File: config.mk
export PLATFORM = sky130hd
export DESIGN_NAME = mem_access_stage
export DESIGN_NICKNAME = d
export VERILOG_FILES = /design/src/rtl/mem_pkg.sv /design/src/rtl/mem_wb_reg.sv /design/src/rtl/mem_access_stage.sv
export SDC_FILE = /design/constraint.sdc
export NUM_CORES = 1
export LEC_CHECK = 0
export ABC_AREA = 1
export CAP_MARGIN = 20
export CELL_PAD_IN_SITES_DETAIL_PLACEMENT = 2
export CELL_PAD_IN_SITES_GLOBAL_PLACEMENT = 2
export CORE_ASPECT_RATIO = 1.2
export CORE_MARGIN = 10
export CORE_UTILIZATION = 19
export DETAILED_ROUTE_END_ITERATION = 8
export PLACE_DENSITY_LB_ADDON = 0.05
export SLEW_MARGIN = 15
export SYNTH_ARGS = -nofsm -noshare
export SYNTH_HDL_FRONTEND = slang
export SYNTH_SLANG_ARGS = --single-unit
File: constraint.sdc
create_clock -name clk -period 1.3 [get_ports clk]
set_input_delay 0.26 -clock clk [delete_from_list [all_inputs] [get_ports clk]]
set_output_delay 0.26 -clock clk [all_outputs]
set_load 0.03 [all_outputs]
File: src/rtl/mem_pkg.sv
// Shared types and constants for the MEM pipeline stage: FSM states, timeout
// default and the MEM/WB boundary payload.
package mem_pkg;

    localparam int unsigned XLEN                 = 64;
    localparam int unsigned REG_AW               = 5;
    localparam int unsigned CNT_W                = 8;
    localparam int unsigned TIMEOUT_CYCLES_DEF   = 255;

    typedef enum logic {
        IDLE = 1'b0,
        WAIT = 1'b1
    } state_e;

    typedef struct packed {
        logic              reg_write;
        logic              mem_to_reg;
        logic [XLEN-1:0]   read_data;
        logic [XLEN-1:0]   alu_result;
        logic [REG_AW-1:0] rd;
    } mem_wb_t;

    // Doubleword accesses need the three low address bits clear.
    function automatic logic is_dword_aligned(input logic [XLEN-1:0] addr);
        return (addr[2:0] == 3'b000);
    endfunction

endpackage

File: src/rtl/mem_wb_reg.sv
// MEM/WB pipeline register: plain synchronous-reset, load-enabled payload store.
module mem_wb_reg
    import mem_pkg::*;
(
    input  logic    clk,
    input  logic    reset_i,
    input  logic    load_i,
    input  mem_wb_t d_i,
    output mem_wb_t q_o
);

    mem_wb_t payload_q;

    always_ff @(posedge clk) begin
        if (reset_i) begin
            payload_q <= '0;
        end else if (load_i) begin
            payload_q <= d_i;
        end
    end

    assign q_o = payload_q;

endmodule

File: src/rtl/mem_access_stage.sv
// MEM stage: issues data-memory loads/stores over req/ack, stalls upstream while
// an access is outstanding and feeds the MEM/WB boundary register.
module mem_access_stage
    import mem_pkg::*;
#(
    parameter int unsigned TIMEOUT_CYCLES = TIMEOUT_CYCLES_DEF,
    parameter int unsigned ADDR_W         = 64
) (
    input  logic              clk,
    input  logic              reset,
    input  logic              RegWrite,
    input  logic              MemtoReg,
    input  logic              MemWrite,
    input  logic              MemRead,
    input  logic [XLEN-1:0]   AluOut,
    input  logic [XLEN-1:0]   DataOut,
    input  logic [REG_AW-1:0] Rd_in,
    output logic              mem_req,
    output logic              mem_we,
    output logic [ADDR_W-1:0] mem_addr,
    output logic [XLEN-1:0]   mem_wdata,
    input  logic [XLEN-1:0]   mem_rdata,
    input  logic              mem_ack,
    output logic              stall,
    output logic              mem_fault,
    output logic              RegWrite_wb,
    output logic              MemtoReg_wb,
    output logic [XLEN-1:0]   ReadData_wb,
    output logic [XLEN-1:0]   AluResult_wb,
    output logic [REG_AW-1:0] Rd_wb
);

    // Last WAIT cycle index before the access is abandoned.
    localparam logic [CNT_W-1:0] CNT_LAST = CNT_W'(TIMEOUT_CYCLES - 1);

    state_e            state_q, state_d;
    logic [CNT_W-1:0]  cnt_q, cnt_d;
    logic              req_q, req_d;
    logic              we_q, we_d;
    logic [ADDR_W-1:0] addr_q, addr_d;
    logic [XLEN-1:0]   wdata_q, wdata_d;
    logic              fault_q, fault_d;
    logic              stall_c;
    mem_wb_t           wb_d, wb_q;

    logic access;
    logic aligned;

    assign access  = MemRead | MemWrite;
    assign aligned = is_dword_aligned(AluOut);

    always_ff @(posedge clk) begin
        if (reset) begin
            state_q <= IDLE;
            cnt_q   <= '0;
            req_q   <= 1'b0;
            we_q    <= 1'b0;
            addr_q  <= '0;
            wdata_q <= '0;
            fault_q <= 1'b0;
        end else begin
            state_q <= state_d;
            cnt_q   <= cnt_d;
            req_q   <= req_d;
            we_q    <= we_d;
            addr_q  <= addr_d;
            wdata_q <= wdata_d;
            fault_q <= fault_d;
        end
    end

    always_comb begin
        state_d = state_q;
        cnt_d   = cnt_q;
        we_d    = we_q;
        addr_d  = addr_q;
        wdata_d = wdata_q;
        fault_d = 1'b0;
        stall_c = 1'b0;

        // Default: the current instruction flows into MEM/WB, read data held.
        wb_d.reg_write  = RegWrite;
        wb_d.mem_to_reg = MemtoReg;
        wb_d.read_data  = wb_q.read_data;
        wb_d.alu_result = AluOut;
        wb_d.rd         = Rd_in;

        unique case (state_q)
            IDLE: begin
                if (access) begin
                    if (!aligned) begin
                        fault_d        = 1'b1;
                        wb_d.reg_write = 1'b0;
                    end else begin
                        stall_c        = 1'b1;
                        addr_d         = AluOut[ADDR_W-1:0];
                        wdata_d        = DataOut;
                        we_d           = MemWrite;
                        cnt_d          = '0;
                        state_d        = WAIT;
                        wb_d.reg_write = 1'b0;
                    end
                end
            end
            WAIT: begin
                if (mem_ack) begin
                    if (!we_q) begin
                        wb_d.read_data = mem_rdata;
                    end
                    state_d = IDLE;
                end else if (cnt_q == CNT_LAST) begin
                    fault_d        = 1'b1;
                    wb_d.reg_write = 1'b0;
                    state_d        = IDLE;
                end else begin
                    stall_c        = 1'b1;
                    cnt_d          = cnt_q + CNT_W'(1);
                    wb_d.reg_write = 1'b0;
                end
            end
            default: begin
                state_d = IDLE;
            end
        endcase

        req_d = (state_d == WAIT);
    end

    mem_wb_reg u_mem_wb_reg (
        .clk     (clk),
        .reset_i (reset),
        .load_i  (1'b1),
        .d_i     (wb_d),
        .q_o     (wb_q)
    );

    assign stall        = stall_c & ~reset;
    assign mem_req      = req_q;
    assign mem_we       = we_q;
    assign mem_addr     = addr_q;
    assign mem_wdata    = wdata_q;
    assign mem_fault    = fault_q;
    assign RegWrite_wb  = wb_q.reg_write;
    assign MemtoReg_wb  = wb_q.mem_to_reg;
    assign ReadData_wb  = wb_q.read_data;
    assign AluResult_wb = wb_q.alu_result;
    assign Rd_wb        = wb_q.rd;

endmodule

---- Word level (Yosys, flattened, before mapping) ----
Index checks and enable logic that the tools add are counted.
Widths: inputs -> output; s select.
storage, ports and cells
  register bits after elaboration ......... 274
  input bits .............................. 204
  output and inout bits ................... 267
  logic and storage cells ................. 44
operators by class
  add/sub/neg operators ................... 1
  eq/ne operators ......................... 5
  mux-type cells .......................... 18
  bitwise logic cells ..................... 5
  reductions and logical operators ........ 4
operators by type and width
  kind                 count
  $mux 8               4
  $pmux 8 s2           1
  $mux 1               10
  $add 8x1->8 const B  1
  $eq 8x8->1 const B   1
  $ne 2x2->1 const B   4
  $pmux 1 s2           3
  $reduce_and 3->1     2
  $reduce_and 4->1     1
  $logic_not 3->1      1
  $not 1->1            3
  $and 1x1->1          1
  $or 1x1->1           1

---- Longest topological paths before layout ----
Gate-level depths: netlist of run 1.
  depth after elaboration ................. 5
  gate-level depth with buffers ........... 11
  mapped depth without buffers ............ 10

---- Hierarchy ----
A second synthesis of run 1 with hierarchy kept.
second synthesis, totals
  cell total of the unflattened synthesis .. 1589
  area total of the unflattened synthesis .. 11499.8 µm²
by module, submodules not included
  module            times used  cells an instance  area an instance (µm²)  sequential area each (µm²)
  mem_access_stage  1           734                5941.9                  2782.7
  mem_wb_reg        1           855                5557.8                  2702.6

---- Worst setup path after synthesis of run 1 ----
Ideal clock, no wire load.
  path kind ............................... register to output
  from .................................... register mem_req (netlist name)
  to ...................................... output stall
  data arrival time ....................... 1581 ps
  data required time ...................... 1040 ps
  path slack .............................. -541 ps
  cell stages (with the launch flop) ...... 8
  path buffers ............................ 2
  path through ............................ dfxtp_1 > buf_4 > inv_4 > o21ai_4 > inv_2 > nand2_4 > buf_2 > a21oi_1
RTL lines
  element    line                    source
  to (decl)  mem_access_stage.sv:24  output logic stall,

---- Final worst setup path of run 1 ----
  from .................................... register cnt_q[0]
  to ...................................... output stall
on the way
  word-level cells in the longest chain between the ends .. 5
ends and longest elaborated chain
  element                 line                     source
  from (decl)             mem_access_stage.sv:37   logic [CNT_W-1:0] cnt_q, cnt_d;
  from (signal assigned)  mem_access_stage.sv:63   cnt_q <= cnt_d;
  $eq 8x8->1              mem_access_stage.sv:111  end else if (cnt_q == CNT_LAST) begin
  $mux 1                  mem_access_stage.sv:111
  $mux 1                  mem_access_stage.sv:106  if (mem_ack) begin
  $pmux 1 s2              mem_access_stage.sv:88   unique case (state_q)
  $and 1x1->1             mem_access_stage.sv:137  assign stall = stall_c & ~reset;
Every way passes these cells.

==> results.json, run 1 <==
{
  "outcome": "finished with violations",
  "violations": "setup timing",
  "layout-drive-gt1-share": 0.588,
  "start_kind": "flop",
  "setup_ws_ns": -0.544,
  "ant_nets": 0,
  "synthCells": 1091,
  "clkTransAtPathRegs_ns": 0.06,
  "grt_pass1_wl_um": 73500,
  "hold_class": "input port to flop",
  "hold_viol": 0,
  "dr.pass1.iters": 4,
  "ff2ff_setup_slack_ns": -0.25,
  "die_area_um2": 57000,
  "syn_area_um2": 9090,
  "gr-total-overflow": 0,
  "pre_cts_ws_ns": -0.635,
  "crit_path_frequent_cell": "nand2_4",
  "drt_iter0_markers": 301,
  "cp_slowest_cell": "dfxtp_2",
  "timing.setup.tns_ns": -28.36,
  "synth_area_per_cell_um2": 8.33,
  "fmax_mhz": 542,
  "cts.sinks": 274,
  "synth_area_leaders": "dfxtp_1 (60%), nor2_1 (14%), o21ai_0 (9.4%)",
  "cp_data_arrival_time_ns": 1.58,
  "r2r_end": "mem_addr[20]",
  "dp_hpwl_um": 35000,
  "area_delta_synth_final_pct": 131,
  "rsz0062_at_grt": "true",
  "core_area_um2": 47100,
  "max_stage_delay_ns": 0.33,
  "clockBufferDepth": 3,
  "globalplace.congestion": 0.741,
  "fin_crit_ns": 1.84,
  "worst_pin_slew_ns": 0.427,
  "cts_tree": "built",
  "ys_seq_elements": 274,
  "crit_path_cell_trace": "inv_2 > ha_4 > nand2_4 > nor2_4 > nand2_2 > nand2_4 > a21oi_4 > buf_12",
  "path_class": "flop to output pin",
  "stdcell_area_um2": 21000,
  "crit_required_ns": 1.04,
  "r2r_cells": 10,
  "postSynth.asyncResetShare": 0,
  "grt_usage": 0.173,
  "peakVddDrop_mv": 0.937,
  "synth_top_area_share": 0.604,
  "worstHoldStart": "reset",
  "nets": 1956,
  "ys.warnings.count": 0,
  "yosysTopAreaCell": "dfxtp_1",
  "ios": 471,
  "synth_edf_count": 0,
  "instances_no_fill": 2399,
  "post-route-period-util": 1.42,
  "num_vias": 10087,
  "io_buffers": 470,
  "clock_skew_ns": 0.00914,
  "antenna_found_initial": 6,
  "start_util": 0.193,
  "power_density_nw_per_um2": 1080,
  "grt_max_degree": 57,
  "drt-total-wl_um": 53900,
  "cap_violations": 0,
  "placed_cells": 2172,
  "p_total_w": 0.0227,
  "whs_endpoint": "mem_addr[40]",
  "clock_latency_ns": 0.53,
  "synth_most_common_cell": "nor2_1",
  "maxSlewHeadroom": 0.715,
  "syn_nets": 1297,
  "ctsHoldBuffers": 0,
  "path_buf_inv": 2,
  "grt_pass1_vias": 10795,
  "dpl_cell_area_um2": 15800,
  "slew_viol_final": 0,
  "crit_cells": 8,
  "seq_area_frac_synth": 0.604,
  "cp-end-kind": "output pin",
  "min_path_cells": 4,
  "finalSetupViolCount": 201,
  "ys.flop_type": "dfxtp_1",
  "yosys-top-cells-count": "nor2_1 (344), dfxtp_1 (274), o21ai_0 (170), inv_1 (78), a21oi_1 (70)",
  "r2r-start": "mem_req",
  "rows": 87,
  "path_delay_family": "flip-flops",
  "p_leak_nw": 8.88,
  "numCtsBuffers": 35,
  "drc": 0,
  "vias_per_cell": 4.20,
  "critPathLaunch": "cnt_q[0]",
  "die_x_um": 220,
  "crit_fanout": 2,
  "root_buffer": "clkbuf_16",
  "fp.dieH_um": 260,
  "wl_per_cell_um": 22.5,
  "h-tree-depth": 2,
  "synth.distinct_cells": 24
}
-- area by class of cell --
type / count / area, µm²
clock inverter: 3 / 15.0
tap: 623 / 779
clock buffer: 55 / 1060
multi-input combinational: 665 / 4050
timing repair buffer: 693 / 8830
sequential: 274 / 5900
inverter: 81 / 322
antenna: 5 / 12.5
fill: 4853 / 26200
-- metal layers --
| layer | vias to the layer above | share of wire | global-route usage |
|---|---|---|---|
| met5 | - | 0.00085 | 0 |
| met4 | 6 | 0.026 | 0.0508 |
| met3 | 70 | 0.091 | 0.0811 |
| met2 | 278 | 0.53 | 0.307 |
| met1 | 4949 | 0.35 | 0.178 |
| li1 | 4784 | - | - |
-- placed cells by master (no fill, tap or decap), types with 4 or more instances in the layout --
cell | netlist | layout
buf_4 | 2 | 132
o21ai_4 | 1 | 18
nand2_1 | 34 | 30
dfxtp_4 | 0 | 40
nand2_2 | 3 | 5
buf_6 | 7 | 165
dfxtp_1 | 274 | 20
o21ai_2 | 0 | 112
o21ai_0 | 170 | 16
clkbuf_1 | 32 | 11
clkbuf_8 | 0 | 7
nand3_1 | 10 | 9
buf_8 | 0 | 13
diode_2 | 0 | 5
dfxtp_2 | 0 | 214
o21ai_1 | 20 | 45
a21oi_2 | 0 | 37
nor2_4 | 1 | 26
nor2_1 | 344 | 288
nor2_2 | 2 | 33
a21oi_1 | 70 | 30
clkbuf_16 | 0 | 45
clkdlybuf4s50_1 | 0 | 202
buf_16 | 0 | 14
buf_12 | 0 | 159
nand2_4 | 3 | 4
inv_1 | 78 | 75
-- worst reg2reg max path, delay by kind of cell, from the launching register on --
kind,cells,cell delay [ns]
buffers and inverters,6,0.72
flip-flops,1,0.36
AO/OA/AOI/OAI,3,0.23
AND/OR/NAND/NOR,1,0.18
-- kinds of logic after synthesis --
family,share of synthesized area
and+or+nand+nor,0.174
DFF,0.604
AOI/OAI and AO/OA,0.145
buffers and inverters,0.0741
adders and majority gates,0.00275
-- stage by stage --
step	utilization	hold slack, ns
2_1_floorplan	-	0.367
3_3_place_gp	0.334	0.434
3_5_place_dp	0.334	0.442
4_1_cts	0.395	0.0428
5_1_grt	0.445	0.0787
6_report	0.445	0.0706
-- power by group --
part	leakage [nW]	switching, W	total, W	internal [W]
logic	5.99	0.00195	0.00418	0.00223
registers	2.36	0.000293	0.00906	0.00877
clock network	0.531	0.00386	0.00944	0.00558
-- registers in the layout (all words and copies together), names as in the netlist --
register	count
cnt_q	8
mem_addr	64
mem_fault	1
mem_req	1
mem_wdata	64
mem_we	1
u_mem_wb_reg.q_o	135
-- repair_timing --
action / in CTS / in global routing
setup buffers: 35 / 110
endpoints found under the setup margin: 385 / 451
gates cloned: 21 / 9
pin swaps: 22 / 93
gates resized for setup: 654 / 555
-- how the worst max path moves through the flow --
stage | end | slack, ns
2_1_floorplan | stall | -0.13
3_3_place_gp | mem_addr[50] | -0.54
3_5_place_dp | mem_addr[14] | -0.63
4_1_cts | stall | -0.59
5_1_grt | stall | -0.63
6_report | stall | -0.54
No activity file was read; power rests on OpenSTA's default activity.
==> run 2: changes to the inputs <==
==> constraint.sdc (replaced) <==
create_clock -name clk -period 1.3 [get_ports clk]
set_input_delay 0.13 -clock clk [delete_from_list [all_inputs] [get_ports clk]]
set_output_delay 0.13 -clock clk [all_outputs]
set_load 0.03 [all_outputs]
==> results.json, run 2 (synthesis gave the netlist of run 1 again) <==
{
  "post-route-period-util": 1.36,
  "num_vias": 9607,
  "ios": 471,
  "setup_ws_ns": -0.466,
  "power_density_nw_per_um2": 1270,
  "fmax_mhz": 566,
  "crit_required_ns": 1.17,
  "stdcell_area_um2": 17500,
  "drc": 0,
  "io_buffers": 470,
  "slew_viol_final": 0,
  "layout-drive-gt1-share": 0.345,
  "area_delta_synth_final_pct": 92.5,
  "violations": "setup timing",
  "largest_reg_flops": 135,
  "grt_max_degree": 69,
  "worst_pin_slew_ns": 0.400,
  "n_fill_cell": 5120,
  "grt_pass1_vias": 10166,
  "root_buffer": "clkbuf_16",
  "critPathLaunch": "cnt_q[0]",
  "fp.dieH_um": 260,
  "outcome": "finished with violations",
  "core_area_um2": 47100,
  "final_common_cell": "nor2_1",
  "globalplace.congestion": 0.736,
  "grt_pass1_wl_um": 66900,
  "rows": 87,
  "cts_tree": "built",
  "drt-total-wl_um": 50900,
  "finalSetupViolCount": 176,
  "vias_per_cell": 4.19,
  "cp-end-kind": "output pin",
  "fin_crit_ns": 1.77,
  "path_class": "flop to output pin",
  "r2r_end": "cnt_q[5]",
  "die_area_um2": 57000,
  "start_kind": "flop",
  "p_leak_nw": 7.88,
  "whs_endpoint": "u_mem_wb_reg.q_o[47]",
  "r2r-start": "cnt_q[0]",
  "clock_latency_ns": 0.56,
  "most-common-layout-cells": "nor2_1 (292), dfxtp_1 (271), clkdlybuf4s50_1 (202)",
  "crit_fanout": 2,
  "nets": 1850,
  "grt_usage": 0.156,
  "hold_class": "input port to flop",
  "clock_skew_ns": 0.0316,
  "dpl_cell_area_um2": 15400,
  "h-tree-depth": 2,
  "die_x_um": 220,
  "min_path_cells": 3,
  "maxSlewHeadroom": 0.733,
  "hold_viol": 0,
  "start_util": 0.193,
  "numCtsBuffers": 35,
  "gr-total-overflow": 0,
  "wl_per_cell_um": 22.2,
  "drt_iter0_markers": 304,
  "peakVddDrop_mv": 0.727,
  "cp_data_arrival_time_ns": 1.64,
  "clockBufferDepth": 3,
  "cts.sinks": 274,
  "ff2ff_setup_slack_ns": -0.27,
  "clkTransAtPathRegs_ns": 0.06,
  "rsz0062_at_grt": "true",
  "ant_nets": 0,
  "final_util": 0.371,
  "dp_hpwl_um": 34800,
  "antenna_found_initial": 8,
  "worstHoldStart": "reset",
  "dr.pass1.iters": 4,
  "r2r_cells": 13,
  "cap_violations": 0
}
==> run 2: cell types whose count changed in the layout (fill, tap and decap cells not counted), sizes merged <==
cell | before | now
diode | 5 | 2
buf | 483 | 360
bufinv | 0 | 2
nand2 | 41 | 40
inv | 81 | 82
clkdlybuf4s18 | 0 | 2
clkbuf | 63 | 80
==> run 2: layout make-up <==
cell class / count / area, µm² / area share
diodes: 2 / 5.00 / 0.000286
clock buffers: 56 / 1080 / 0.0615
clock inverters: 6 / 95.1 / 0.00544
inverters: 81 / 325 / 0.0186
multi-input cells: 664 / 3430 / 0.196
flip-flops and latches: 274 / 5490 / 0.314
well taps: 623 / 779 / 0.0446
repair buffers: 588 / 6280 / 0.359
==> run 2: through the flow <==
stage	power [W]	hold slack (ns)	setup slack, ns	setup TNS [ns]	instances
finish	0.0223	0.0470	-0.466	-12.18	2294
global route	0.0233	0.0567	-0.546	-27.20	2293
CTS	0.0223	0.0337	-0.504	-1.27	2227
detailed placement	0.0123	0.446	-0.401	-62.18	2162
global placement	0.0123	0.432	-0.353	-53.14	2162
floorplan	0.0103	0.237	-0.00118	-0.00118	1091
==> run 2: worst max-delay path by stage <==
stage                     depth (start not counted)  slack, ns            to
final                                             8      -0.47         stall
after global routing                              8      -0.55         stall
after CTS                                         8      -0.50         stall
after detailed placement                          8      -0.40  mem_addr[30]
after global placement                            8      -0.35  mem_addr[30]
after floorplan                                   7     -0.001         stall
==> run 2: worst max-delay path: stages (launching register included) <==
cell,delay (ns)
dfxtp_2,0.34
inv_2,0.05
ha_4,0.16
nand2_4,0.07
nor2_4,0.03
nand2_2,0.08
nand2_4,0.07
a21oi_4,0.14
buf_12,0.14
==> run 2: timing repair <==
action | 4_1_cts | 5_1_grt
pin swaps | 4 | 39
setup buffers | 3 | 34
gates resized for setup | 883 | 297
hold buffers | 0 | 0
setup endpoints to repair | 186 | 194
gates cloned | 0 | 32
==> run 2: power breakdown <==
group,internal (W),leakage [nW],switching (W),total [W]
Combinational,0.00155,5.06,0.00175,0.00331
Sequential,0.00875,2.24,0.000203,0.00896
Clock,0.00607,0.575,0.00393,0.0100
Total,0.0164,7.88,0.00589,0.0223
==> run 2: metal layers <==
layer | GRT usage | wire (µm)
met5 | 0 | 86
met3 | 0.0695 | 4350
met2 | 0.280 | 26400
met4 | 0.0522 | 1260
met1 | 0.158 | 18800
==> run 3: changes to the inputs <==
- CORE_UTILIZATION: 19 -> 20
- CTS_BUF_LIST: default -> sky130_fd_sc_hd__clkbuf_8
==> results.json, run 3 (synthesis gave the netlist of run 1 again) <==
{
  "ant_nets": 0,
  "clockBufferDepth": 3,
  "violations": "setup timing",
  "gr-total-overflow": 0,
  "peakVddDrop_mv": 0.712,
  "grt_pass1_wl_um": 71600,
  "maxSlewHeadroom": 0.754,
  "worst_pin_slew_ns": 0.366,
  "io_buffers": 470,
  "dp_hpwl_um": 33500,
  "wl_per_cell_um": 22.5,
  "instances_no_fill": 2369,
  "drt-total-wl_um": 53200,
  "crit_fanout": 2,
  "timing.setup.tns_ns": -18.05,
  "grt_usage": 0.173,
  "min_path_cells": 3,
  "worstHoldStart": "AluOut[16]",
  "drt_iter0_markers": 313,
  "outcome": "finished with violations",
  "power_density_nw_per_um2": 1100,
  "start_kind": "flop",
  "path_class": "flop to output pin",
  "ff2ff_setup_slack_ns": -0.22,
  "placed_cells": 2141,
  "rows": 85,
  "vias_per_cell": 4.22,
  "clkTransAtPathRegs_ns": 0.06,
  "post-route-period-util": 1.39,
  "root_buffer": "clkbuf_8",
  "grt_pass1_vias": 10921,
  "hold_class": "input port to flop",
  "start_util": 0.202,
  "numCtsBuffers": 52,
  "path_buf_inv": 2,
  "r2r-start": "cnt_q[0]",
  "fin_crit_ns": 1.81,
  "cts_tree": "built",
  "setup_ws_ns": -0.511,
  "cp_data_arrival_time_ns": 1.68,
  "cp-end-kind": "output pin",
  "largest_reg_flops": 135,
  "final_common_cell": "nor2_1",
  "cap_violations": 0,
  "antenna_found_initial": 6,
  "slew_viol_final": 0,
  "clock_latency_ns": 0.64,
  "crit_path_frequent_cell": "nand2_4",
  "core_area_um2": 44900,
  "layout-drive-gt1-share": 0.480,
  "most-common-layout-cells": "nor2_1 (313), clkdlybuf4s50_1 (202), dfxtp_2 (177)",
  "die_x_um": 215,
  "whs_endpoint": "u_mem_wb_reg.q_o[21]",
  "path_delay_family": "flip-flops",
  "grt_max_degree": 50,
  "globalplace.congestion": 0.730,
  "p_leak_nw": 8.43,
  "fp.dieH_um": 253,
  "max_stage_delay_ns": 0.33,
  "finalSetupViolCount": 210,
  "fmax_mhz": 552,
  "h-tree-depth": 2,
  "crit_required_ns": 1.17,
  "rsz0062_at_grt": "true",
  "nets": 1924,
  "pre_cts_ws_ns": -0.476,
  "clock_skew_ns": 0.0208,
  "cts.sinks": 274,
  "die_area_um2": 54400,
  "hold_viol": 0,
  "hold_slack_ns": 0.0449,
  "ios": 471,
  "r2r_end": "cnt_q[1]",
  "r2r_cells": 12,
  "cp_slowest_cell": "dfxtp_2",
  "dr.pass1.iters": 4,
  "num_vias": 9986,
  "area_delta_synth_final_pct": 115,
  "drc": 0,
  "crit_path_cell_trace": "inv_2 > ha_4 > nand2_4 > nor2_4 > nand2_2 > nand2_4 > a21oi_4 > buf_12"
}
## run 3: area by class of cell
class	instances	area, µm²
flip-flops and latches	274	5710
diodes	5	12.5
repair buffers	644	7830
clock buffers	67	922
clock inverters	24	98.8
fillers	4744	25400
inverters	81	314
multi-input cells	665	3860
well taps	609	762
## run 3: worst max-delay path by stage
stage / start / to / slack (ns) / depth (start not counted)
2_1_floorplan: mem_req / stall / -0.001 / 7
5_1_grt: cnt_q[0] / stall / -0.61 / 8
4_1_cts: cnt_q[0] / stall / -0.57 / 8
3_3_place_gp: AluOut[0] / mem_wdata[13] / -0.41 / 7
6_report: cnt_q[0] / stall / -0.51 / 8
3_5_place_dp: AluOut[0] / mem_wdata[41] / -0.48 / 7
## run 3: power breakdown
group | leakage (nW) | switching [W] | internal (W)
logic | 5.51 | 0.00190 | 0.00200
registers | 2.32 | 0.000276 | 0.00880
clock network | 0.605 | 0.00398 | 0.00457
total | 8.43 | 0.00615 | 0.0154
## run 3: metrics by stage
step	power, W	cell area, µm²	util
after floorplan	0.0103	9110	-
after global placement	0.0122	15300	0.341
after detailed placement	0.0122	15300	0.341
after CTS	0.0214	17900	0.398
after global routing	0.0226	19500	0.435
final	0.0215	19500	0.435
## run 3: worst min-delay path, delay by kind of cell
kind	cells	cell delay (ns)
buf+inv	2	0.46
simple gates	1	0.04
## run 3: what timing repair did
| item | CTS | global route |
|---|---|---|
| endpoints found under the setup margin | 326 | 291 |
| resized for setup | 1510 | 320 |
| buffers inserted | 16 | 27 |
| endpoints found under the hold margin | 109 | 0 |
| gates cloned | 9 | 27 |
| pin swaps | 18 | 107 |
| hold buffers | 60 | 0 |
## run 3: metal layers
| layer | track usage | wire, µm |
|---|---|---|
| met1 | 0.173 | 19300 |
| met2 | 0.309 | 28100 |
| met3 | 0.0770 | 4530 |
| met4 | 0.0710 | 1340 |
| met5 | 0 | 0 |
